$ cat src/rtl/div_mod_unit.sv
// Iterative unsigned divider for the modulo opcode. One quotient bit per cycle,
// MSB first, using restoring shift-subtract. Busy (div_state) stalls the control
// unit; result_valid pulses once with remainder, quotient and the launch tag.
module div_mod_unit #(
    parameter int unsigned WIDTH = 16,
    parameter int unsigned TAG_W = 4
) (
    input  logic             clk,
    input  logic             rst_n,
    input  logic             div_ena,
    input  logic             flush,
    input  logic [WIDTH-1:0] dividend,
    input  logic [WIDTH-1:0] divisor,
    input  logic [TAG_W-1:0] rd_tag_in,
    output logic             div_state,
    output logic             result_valid,
    output logic [WIDTH-1:0] remainder,
    output logic [WIDTH-1:0] quotient,
    output logic [TAG_W-1:0] rd_tag_out,
    output logic             div_by_zero
);

    localparam int unsigned CntW = $clog2(WIDTH);

    typedef enum logic [1:0] {StIdle, StRun, StDone} state_e;

    state_e            state_q, state_d;
    logic [CntW-1:0]   cnt_q, cnt_d;
    logic [WIDTH-1:0]  dvd_q, dvd_d;     // dividend bits shift out, quotient bits shift in
    logic [WIDTH-1:0]  dvs_q, dvs_d;
    logic [WIDTH-1:0]  part_q, part_d;   // partial remainder
    logic [TAG_W-1:0]  tag_q, tag_d;
    logic              busy_q, busy_d;
    logic              valid_q, valid_d;
    logic [WIDTH-1:0]  rem_q, rem_d;
    logic [WIDTH-1:0]  quo_q, quo_d;
    logic [TAG_W-1:0]  tag_out_q, tag_out_d;
    logic              dbz_q, dbz_d;

    logic [WIDTH:0]    trial;
    logic              ge;
    logic [WIDTH-1:0]  rem_next;
    logic [WIDTH-1:0]  quo_next;

    // One restoring step: shift in next dividend bit, subtract if it fits.
    // The remainder stays below the divisor, so the low WIDTH bits of the
    // difference are exact whenever the subtraction is taken.
    always_comb begin
        trial    = {part_q, dvd_q[WIDTH-1]};
        ge       = (trial >= {1'b0, dvs_q});
        rem_next = ge ? (trial[WIDTH-1:0] - dvs_q) : trial[WIDTH-1:0];
        quo_next = {dvd_q[WIDTH-2:0], ge};
    end

    // Next-state and registered-output logic; flush overrides everything.
    always_comb begin
        state_d   = state_q;
        cnt_d     = cnt_q;
        dvd_d     = dvd_q;
        dvs_d     = dvs_q;
        part_d    = part_q;
        tag_d     = tag_q;
        busy_d    = busy_q;
        valid_d   = 1'b0;
        rem_d     = rem_q;
        quo_d     = quo_q;
        tag_out_d = tag_out_q;
        dbz_d     = dbz_q;

        if (flush) begin
            state_d = StIdle;
            busy_d  = 1'b0;
        end else begin
            case (state_q)
                StIdle, StDone: begin
                    state_d = StIdle;
                    busy_d  = 1'b0;
                    if (div_ena) begin
                        dvd_d  = dividend;
                        dvs_d  = divisor;
                        tag_d  = rd_tag_in;
                        part_d = '0;
                        cnt_d  = CntW'(WIDTH - 1);
                        dbz_d  = 1'b0;
                        if (divisor != '0) begin
                            state_d = StRun;
                            busy_d  = 1'b1;
                        end else begin
                            // Divide by zero resolves immediately.
                            state_d   = StDone;
                            valid_d   = 1'b1;
                            rem_d     = dividend;
                            quo_d     = '1;
                            tag_out_d = rd_tag_in;
                            dbz_d     = 1'b1;
                        end
                    end
                end
                StRun: begin
                    part_d = rem_next;
                    dvd_d  = quo_next;
                    cnt_d  = cnt_q - CntW'(1);
                    if (cnt_q == '0) begin
                        state_d   = StDone;
                        busy_d    = 1'b0;
                        valid_d   = 1'b1;
                        rem_d     = rem_next;
                        quo_d     = quo_next;
                        tag_out_d = tag_q;
                    end
                end
                default: begin
                    state_d = StIdle;
                    busy_d  = 1'b0;
                end
            endcase
        end
    end

    // State and output registers with synchronous active-low reset.
    always_ff @(posedge clk) begin
        if (!rst_n) begin
            state_q   <= StIdle;
            cnt_q     <= '0;
            dvd_q     <= '0;
            dvs_q     <= '0;
            part_q    <= '0;
            tag_q     <= '0;
            busy_q    <= 1'b0;
            valid_q   <= 1'b0;
            rem_q     <= '0;
            quo_q     <= '0;
            tag_out_q <= '0;
            dbz_q     <= 1'b0;
        end else begin
            state_q   <= state_d;
            cnt_q     <= cnt_d;
            dvd_q     <= dvd_d;
            dvs_q     <= dvs_d;
            part_q    <= part_d;
            tag_q     <= tag_d;
            busy_q    <= busy_d;
            valid_q   <= valid_d;
            rem_q     <= rem_d;
            quo_q     <= quo_d;
            tag_out_q <= tag_out_d;
            dbz_q     <= dbz_d;
        end
    end

    assign div_state    = busy_q;
    assign result_valid = valid_q;
    assign remainder    = rem_q;
    assign quotient     = quo_q;
    assign rd_tag_out   = tag_out_q;
    assign div_by_zero  = dbz_q;

endmodule

$ cat config.mk
export PLATFORM = sky130hd
export DESIGN_NAME = div_mod_unit
export DESIGN_NICKNAME = d
export VERILOG_FILES = /design/src/rtl/div_mod_unit.sv
export SDC_FILE = /design/constraint.sdc
export NUM_CORES = 1
export LEC_CHECK = 0
export ABC_AREA = 1
export CAP_MARGIN = 40
export CORE_MARGIN = 1.5
export CORE_UTILIZATION = 50
export DETAILED_ROUTE_END_ITERATION = 10
export PLACE_DENSITY = 0.86
export SETUP_SLACK_MARGIN = 0.5
export SKIP_CTS_REPAIR_TIMING = 1
export SLEW_MARGIN = 5
export SYNTH_ARGS = -nofsm -noshare
export SYNTH_HDL_FRONTEND = slang
export SYNTH_SLANG_ARGS = --single-unit
$ cat constraint.sdc
create_clock -name clk -period 1.8 [get_ports clk]
set_input_delay 0.36 -clock clk [delete_from_list [all_inputs] [get_ports clk]]
set_output_delay 0.36 -clock clk [all_outputs]
set_load 0.02 [all_outputs]
# --- Word-level counts from Yosys, hierarchy flattened ---
# Cells that the tools add are included.
totals:
  word_cells: 62
  rom_bits: 0
  mem_count: 0
  reg_bits: 97
  output_inout_bits: 39
  ramBits: 0
  latch_bits: 0
  in_bits: 40
classes:
  addsub: 2
  n_eq_ne: 5
  muxes: 31
  shifts: 0
  n_div: 0
  bitwise_logic: 2
  magnitude_cmp: 1
  reduce_logical: 9
  mul: 0
op_table:
  columns: ["cell", "count"]
  rows:
  - ["two-way mux 16 bit", 9]
  - ["case mux 16 bit (2 select lines)", 4]
  - [">= comparator 17 x 16 -> 1 bit", 1]
  - ["two-way mux 4 bit", 4]
  - ["case mux 4 bit (2 select lines)", 2]
  - ["nonzero test 16 bit", 1]
  - ["subtractor 16 bit", 1]
  - ["two-way mux 1 bit", 6]
  - ["two-way mux 2 bit", 3]
  - ["!= test 2 bit, second input constant", 3]
  - ["AND reduction 3 bit", 2]
  - ["AND reduction 5 bit", 1]
  - ["zero test 4 bit", 1]
  - ["case mux 1 bit (2 select lines)", 2]
  - ["case mux 2 bit (2 select lines)", 1]
  - ["OR reduction 2 bit", 2]
  - ["subtractor 4 x 1 -> 4 bit, second input constant", 1]
  - ["equality test 2 x 1 -> 1 bit, second input constant", 1]
  - ["equality test 2 bit, second input constant", 1]
  - ["zero test 2 bit", 1]
  - ["inverter 1 bit", 2]
  - ["nonzero test 2 bit", 1]

# --- Depth between registers and ports, before layout ---
# Gate-level depths: netlist of the first run.
depth:
  depth_word: 4
  ltp_mapped: 16
  depth_no_buf: 15

# --- Least setup slack after synthesis of the first run ---
# Ideal clock, no wire load.
synth_timing:
  path_kind: "reg-to-reg"
  start: "register dvs_q[14]"
  end: "register part_q[15]"
  path_buffers: 1
  setup_time_ns: 0.109
  slack_ns: -0.017
  synth_period_minus_slack_ns: 1.817
  stages_incl_launch_ff: 15
  arrival_ns: 1.708
  required_ns: 1.691
  path_cell_list: "dfxtp_1 inv_1 ha_1 nand2_1 nand2_1 nand2_1 nand2_1 o21bai_2 nor2_4 nand2_8 buf_12 nand3_2 nand3_1 nand2_1 inv_1"
synth_via:
  elab_chain_len: 3
  elab_cells_between_ends: 4
  cone_classes: "add/sub: 1; order compare: 1; mux: 2"
synth_lines:
  columns: ["element", "line", "text"]
  rows:
  - ["from (decl)", "30", "logic [WIDTH-1:0] dvs_q, dvs_d;"]
  - ["from (signal assigned)", "139", "dvs_q <= dvs_d;"]
  - ["subtractor 16 bit or >= comparator 17 x 16 -> 1 bit (tied branches)", "51, 50", null]
  - ["two-way mux 16 bit *", "51", "rem_next = ge ? (trial[WIDTH-1:0] - dvs_q) : trial[WIDTH-1:0];"]
  - ["case mux 16 bit (2 select lines) *", "74", "case (state_q)"]
  - ["to (signal assigned)", "140", "part_q <= part_d;"]
  - ["to (decl)", "31", "logic [WIDTH-1:0] part_q, part_d;"]
# Every way passes the cells marked *; elsewhere a longest branch is shown, timed or not.
# A chain may end at the register's enable or synchronous reset.

# --- Worst setup path after layout of the first run ---
layout_timing:
  start: "register dvs_q[2]"
  end: "register rem_q[15] (netlist: remainder[15])"
layout_via:
  elab_chain_len: 4
  elab_cells_between_ends: 5
  cone_classes: "add/sub: 1; order compare: 1; mux: 3"
layout_lines:
  columns: ["element", "line", "text"]
  rows:
  - ["subtractor 16 bit or >= comparator 17 x 16 -> 1 bit (tied branches)", "51, 50", null]
  - ["two-way mux 16 bit *", "51", null]
  - ["two-way mux 16 bit *", "103", "if (cnt_q == '0) begin"]
  - ["case mux 16 bit (2 select lines) *", "74", null]
  - ["to (signal assigned)", "144", "rem_q <= rem_d;"]
  - ["to (decl)", "35", "logic [WIDTH-1:0] rem_q, rem_d;"]
# Every way passes the cells marked *; elsewhere a longest branch is shown, timed or not. The select of a mux whose other input is x is not followed.

==> impl_results.html, run 1 <==
<table>
<tr><th>Metric</th><th>Value</th></tr>
<tr><th colspan="2">Drt</th></tr>
<tr><td>DRC errors left</td><td>0</td></tr>
<tr><td>Ratio of routed vias to standard cells</td><td>5.77</td></tr>
<tr><td>Number of nets with antenna violations after detailed routing</td><td>0</td></tr>
<tr><td>Number of detailed-routing iterations run before antenna repair</td><td>6</td></tr>
<tr><td>Post-detailed-route wirelength per cell</td><td>17.2 µm</td></tr>
<tr><td>Final WL</td><td>19.2 mm</td></tr>
<tr><td>First-iteration detailed-routing DRC count</td><td>603</td></tr>
<tr><td>Number of vias after detailed routing</td><td>6,435</td></tr>
<tr><th colspan="2">Setup path</th></tr>
<tr><td>Maximum fanout along the worst path</td><td>8</td></tr>
<tr><td>Timing endpoint of the critical path</td><td>remainder[15]$_SDFFE_PN0P_</td></tr>
<tr><td>Reg-to-reg critical path startpoint</td><td>dvs_q[2]$_SDFFE_PN0P_</td></tr>
<tr><td>R2R Path End</td><td>remainder[15]$_SDFFE_PN0P_</td></tr>
<tr><td>Setup Crit Path Kind</td><td>flop to flop</td></tr>
<tr><td>Kind of end point of the critical path</td><td>flop</td></tr>
<tr><td>CP Launch Type</td><td>flop</td></tr>
<tr><td>Worst path required time</td><td>2.10 ns</td></tr>
<tr><td>Slowest CP cell</td><td>sky130_fd_sc_hd__dfxtp_2</td></tr>
<tr><td>Critical path cell sequence</td><td>inv_4 -&gt; ha_4 -&gt; nand2_2 -&gt; nand2_2 -&gt; nand2_2 -&gt; nand2_2 -&gt; nand2_2 -&gt; nand3_2 -&gt; nand3_4 -&gt; buf_12 -&gt; nand4_1 -&gt; nand3_1 -&gt; nand2_1 -&gt; inv_1</td></tr>
<tr><td>Arrival time of the worst setup path</td><td>2.36 ns</td></tr>
<tr><td>Worst stage delay on the critical path</td><td>0.37 ns</td></tr>
<tr><td>CP dominant cell by count</td><td>sky130_fd_sc_hd__nand2_2</td></tr>
<tr><td>Number of cells on the worst reg-to-reg path</td><td>14</td></tr>
<tr><td>R2r setup slk</td><td>-0.27 ns</td></tr>
<tr><td>Source of the critical timing path</td><td>dvs_q[2]$_SDFFE_PN0P_</td></tr>
<tr><th colspan="2">Clock tree</th></tr>
<tr><td>Clock latency at the later pin of the worst-skew pair</td><td>0.39 ns</td></tr>
<tr><td>Buffer depth of the longest clock path</td><td>2</td></tr>
<tr><td>Clock tree root buffer cell</td><td>sky130_fd_sc_hd__clkbuf_8</td></tr>
<tr><td>CTS tree</td><td>done</td></tr>
<tr><td>Inserted Clock Buffers</td><td>9</td></tr>
<tr><td>Maximum level of the CTS H-tree</td><td>3</td></tr>
<tr><td>Clock-pin slew on the worst setup and hold paths</td><td>0.11 ns</td></tr>
<tr><td>Number of sinks on the clock net</td><td>96</td></tr>
<tr><th colspan="2">STA</th></tr>
<tr><td>Relative slew slack</td><td>73.7%</td></tr>
<tr><td>Setup_tns</td><td>-5.93 ns</td></tr>
<tr><td>Count of final setup violators</td><td>34</td></tr>
<tr><td>Worst Skew</td><td>0.0132 ns</td></tr>
<tr><td>Worst hold slack</td><td>0.473 ns</td></tr>
<tr><td>RSZ-0062 raised after global routing</td><td>yes</td></tr>
<tr><td>Portion of the clock cycle consumed by the worst path in the final layout</td><td>115%</td></tr>
<tr><td>Count of final max-slew check failures</td><td>0</td></tr>
<tr><td>Highest achievable clock rate</td><td>484 MHz</td></tr>
<tr><td>Minimum period implied by the final worst setup slack</td><td>2.07 ns</td></tr>
<tr><td>Slew at the pin closest to its max-slew limit</td><td>0.395 ns</td></tr>
<tr><td>Final hold violations</td><td>0</td></tr>
<tr><td>Smallest setup slack after layout</td><td>-0.265 ns</td></tr>
<tr><th colspan="2">Power</th></tr>
<tr><td>Leakage component of the power</td><td>0.00366 µW</td></tr>
<tr><td>Power density cells</td><td>820 nW/µm²</td></tr>
<tr><td>Worst vdd ir</td><td>0.000701 V</td></tr>
<tr><th colspan="2">Finish</th></tr>
<tr><td>Number of nets in the final layout</td><td>1,032</td></tr>
<tr><td>Synthesis-to-finish area growth</td><td>46.2%</td></tr>
<tr><td>Antenna diode count</td><td>0</td></tr>
<tr><td>Fraction of final layout cells sized beyond drive strength 1</td><td>34.6%</td></tr>
<tr><th colspan="2">Global routing</th></tr>
<tr><td>Number of antenna violations at the first check in global routing</td><td>0</td></tr>
<tr><td>Number of global-route vias before repair</td><td>5,400</td></tr>
<tr><td>Total gr overflow</td><td>0</td></tr>
<tr><td>Wire length of the first global-routing pass</td><td>24.6 mm</td></tr>
<tr><td>GRT Resource Usage Total</td><td>26.9%</td></tr>
<tr><td>Maximum number of pins on one net before global-route repair</td><td>45</td></tr>
<tr><th colspan="2">Floorplanning</th></tr>
<tr><td>Core area</td><td>10,400 µm²</td></tr>
<tr><td>Num rows</td><td>37</td></tr>
<tr><td>Die X-Extent</td><td>107 µm</td></tr>
<tr><td>I/O pin total</td><td>79</td></tr>
<tr><td>Starting density of the core</td><td>51.9%</td></tr>
<tr><td>Die Footprint</td><td>11,400 µm²</td></tr>
<tr><td>Die outline height</td><td>107 µm</td></tr>
<tr><th colspan="2">Logic synthesis</th></tr>
<tr><td>Commonest register cell after synthesis</td><td>sky130_fd_sc_hd__dfxtp_1</td></tr>
<tr><td>Number of enable-type register cells in the synthesized netlist</td><td>0</td></tr>
<tr><td>Count of unique library cells instantiated by Yosys</td><td>32</td></tr>
<tr><td>Mapped cell area</td><td>5380 µm²</td></tr>
<tr><td>Seq cells post-synth</td><td>96</td></tr>
<tr><td>Syn. warnings</td><td>0</td></tr>
<tr><td>Post-Synthesis Cells</td><td>807</td></tr>
<tr><td>Net Count, Synth</td><td>865</td></tr>
<tr><td>Syn_area_per_cell</td><td>6.66 µm²</td></tr>
<tr><td>Sequential element share of the synthesized area</td><td>35.7%</td></tr>
<tr><td>FFs w/ async S/R, synth</td><td>0%</td></tr>
<tr><th colspan="2">Placed design</th></tr>
<tr><td>Number of buffers inserted by port buffering</td><td>78</td></tr>
<tr><td>Post-placement worst setup slack</td><td>-0.428 ns</td></tr>
<tr><td>Final estimated routing congestion in global placement</td><td>0.917</td></tr>
<tr><td>Dpl hpwl</td><td>11.1 mm</td></tr>
<tr><th colspan="2">Outcome</th></tr>
<tr><td>Result of the run</td><td>finished, violations left</td></tr>
<tr><td>Violated checks</td><td>setup timing</td></tr>
<tr><th colspan="2">Run</th></tr>
<tr><td>Number of max-cap violations</td><td>0</td></tr>
<tr><th colspan="2">Worst hold path</th></tr>
<tr><td>Class of the most critical hold timing path</td><td>flop to flop</td></tr>
</table>
==> critical path, delay by kind of cell (launching register included) <==
family                   cells  cell delay [ns]
adder cells (fa/ha/maj)      1             0.32
flip-flops                   1             0.37
AND/OR/NAND/NOR             10             0.99
buffers and inverters        3             0.29
==> final cells by class <==
class                           count  area [µm²]
Multi-Input combinational cell    564        3410
Fill cell                         670        2510
Sequential cell                    96        1950
Timing Repair Buffer              196        1690
Inverter                          107         413
Tap cell                          136         170
Clock buffer                        9         124
Clock inverter                      7         100
==> synth_stat cells, types with 2 or more instances <==
cell	number	area share (%)
sky130_fd_sc_hd__ha_1	17	4.0
sky130_fd_sc_hd__buf_4	4	0.56
sky130_fd_sc_hd__nor2_4	2	0.42
sky130_fd_sc_hd__inv_1	105	7.3
sky130_fd_sc_hd__nor2_1	101	7.0
sky130_fd_sc_hd__nand3_2	11	2.0
sky130_fd_sc_hd__dlygate4sd3_1	2	0.37
sky130_fd_sc_hd__nand2_1	188	13
sky130_fd_sc_hd__buf_2	6	0.56
sky130_fd_sc_hd__clkbuf_8	3	0.77
sky130_fd_sc_hd__o21ai_0	55	5.1
sky130_fd_sc_hd__xor2_1	7	1.1
sky130_fd_sc_hd__nand3_1	58	5.4
sky130_fd_sc_hd__a21oi_1	55	5.1
sky130_fd_sc_hd__dfxtp_1	96	36
sky130_fd_sc_hd__buf_6	4	0.84
sky130_fd_sc_hd__nand2_2	2	0.23
sky130_fd_sc_hd__a31oi_1	19	2.2
sky130_fd_sc_hd__nand4_1	22	2.6
sky130_fd_sc_hd__nor3_1	15	1.4
sky130_fd_sc_hd__and2_1	3	0.35
sky130_fd_sc_hd__clkbuf_1	19	1.3
sky130_fd_sc_hd__nor2_2	2	0.23
sky130_fd_sc_hd__buf_1	3	0.21
==> where the power goes <==
group / total [µW] / switching [µW] / leakage [µW] / internal, µW
Sequential: 2350 / 104 / 0.000793 / 2250
Combinational: 2490 / 1390 / 0.00276 / 1100
Clock: 1610 / 921 / 0.000111 / 686
Total: 6450 / 2410 / 0.00366 / 4040
==> registers in the layout, indices dropped and copies added (netlist names) <==
name	flops
dvd_q	16
dvs_q	16
part_q	16
quotient	16
remainder	16
cnt_q	4
rd_tag_out	4
tag_q	4
state_q	2
div_by_zero	1
result_valid	1
==> worst min-delay path by stage <==
stage                                      from                 endpoint  slack, ns  cells past startpoint
after floorplan           dvs_q[2]$_SDFFE_PN0P_    dvs_q[2]$_SDFFE_PN0P_       0.43                      2
after global placement    tag_q[3]$_SDFFE_PN0P_    tag_q[3]$_SDFFE_PN0P_       0.45                      2
after detailed placement  tag_q[0]$_SDFFE_PN0P_    tag_q[0]$_SDFFE_PN0P_       0.46                      2
after CTS                 tag_q[0]$_SDFFE_PN0P_    tag_q[0]$_SDFFE_PN0P_       0.48                      2
after global routing                    div_ena  state_q[0]$_SDFFE_PP0P_       0.48                      4
final                     tag_q[0]$_SDFFE_PN0P_    tag_q[0]$_SDFFE_PN0P_       0.47                      2
==> cells in the final DEF, fill, tap and decap left out, types with 15 or more instances in the layout <==
cell / synthesis / final
sky130_fd_sc_hd__nand3_2: 11 / 21
sky130_fd_sc_hd__nand2_1: 188 / 157
sky130_fd_sc_hd__nand2_2: 2 / 29
sky130_fd_sc_hd__dfxtp_2: 0 / 20
sky130_fd_sc_hd__nand3_1: 58 / 45
sky130_fd_sc_hd__nor3_2: 0 / 15
sky130_fd_sc_hd__ha_4: 0 / 16
sky130_fd_sc_hd__buf_4: 4 / 108
sky130_fd_sc_hd__inv_1: 105 / 86
sky130_fd_sc_hd__nand4_1: 22 / 22
sky130_fd_sc_hd__o21ai_0: 55 / 26
sky130_fd_sc_hd__a31oi_1: 19 / 19
sky130_fd_sc_hd__dfxtp_1: 96 / 76
sky130_fd_sc_hd__clkdlybuf4s50_1: 0 / 39
sky130_fd_sc_hd__o21ai_1: 0 / 20
sky130_fd_sc_hd__a21oi_1: 55 / 52
sky130_fd_sc_hd__nor2_1: 101 / 87
sky130_fd_sc_hd__inv_2: 1 / 16
sky130_fd_sc_hd__clkbuf_2: 0 / 23
==> cells by family after synthesis <==
kind of cell | count (synthesis) | share of synthesized area (%)
compound gates | 131 | 12.8
fa+ha+maj | 18 | 4.33
buf+inv | 149 | 12.5
flops | 96 | 35.7
xor+xnor | 7 | 1.14
simple gates | 406 | 33.5
==> stage by stage <==
| stage | instance area, µm² | util [%] | power (µW) | instances |
|---|---|---|---|---|
| after floorplan | 5640 | - | 3520 | 807 |
| final | 7860 | 75.8 | 6450 | 1115 |
| after detailed placement | 7120 | 68.7 | 4220 | 1080 |
| after global routing | 7860 | 75.8 | 6680 | 1115 |
| after global placement | 7120 | 68.7 | 4180 | 1080 |
| after CTS | 7350 | 70.8 | 5780 | 1096 |
==> layer usage <==
metal | vias up | track usage, % | wire [µm]
met5 | - | 0 | 0
met4 | 0 | 10.6 | 1140
li1 | 2937 | - | -
met3 | 116 | 4.68 | 1600
met1 | 2974 | 33.3 | 7100
met2 | 408 | 46.2 | 9330
Power figures use the tool's default switching activity.
==> run 2: changes to the inputs <==
--- a/config.mk
+++ b/config.mk
@@ -13,7 +13,6 @@
 export PLACE_DENSITY = 0.86
 export SETUP_SLACK_MARGIN = 0.5
 export SKIP_CTS_REPAIR_TIMING = 1
-export SLEW_MARGIN = 5
 export SYNTH_ARGS = -nofsm -noshare
 export SYNTH_HDL_FRONTEND = slang
 export SYNTH_SLANG_ARGS = --single-unit
==> results of run 2 <==
The final DEF is identical to that of run 1; final timing and power are the same.
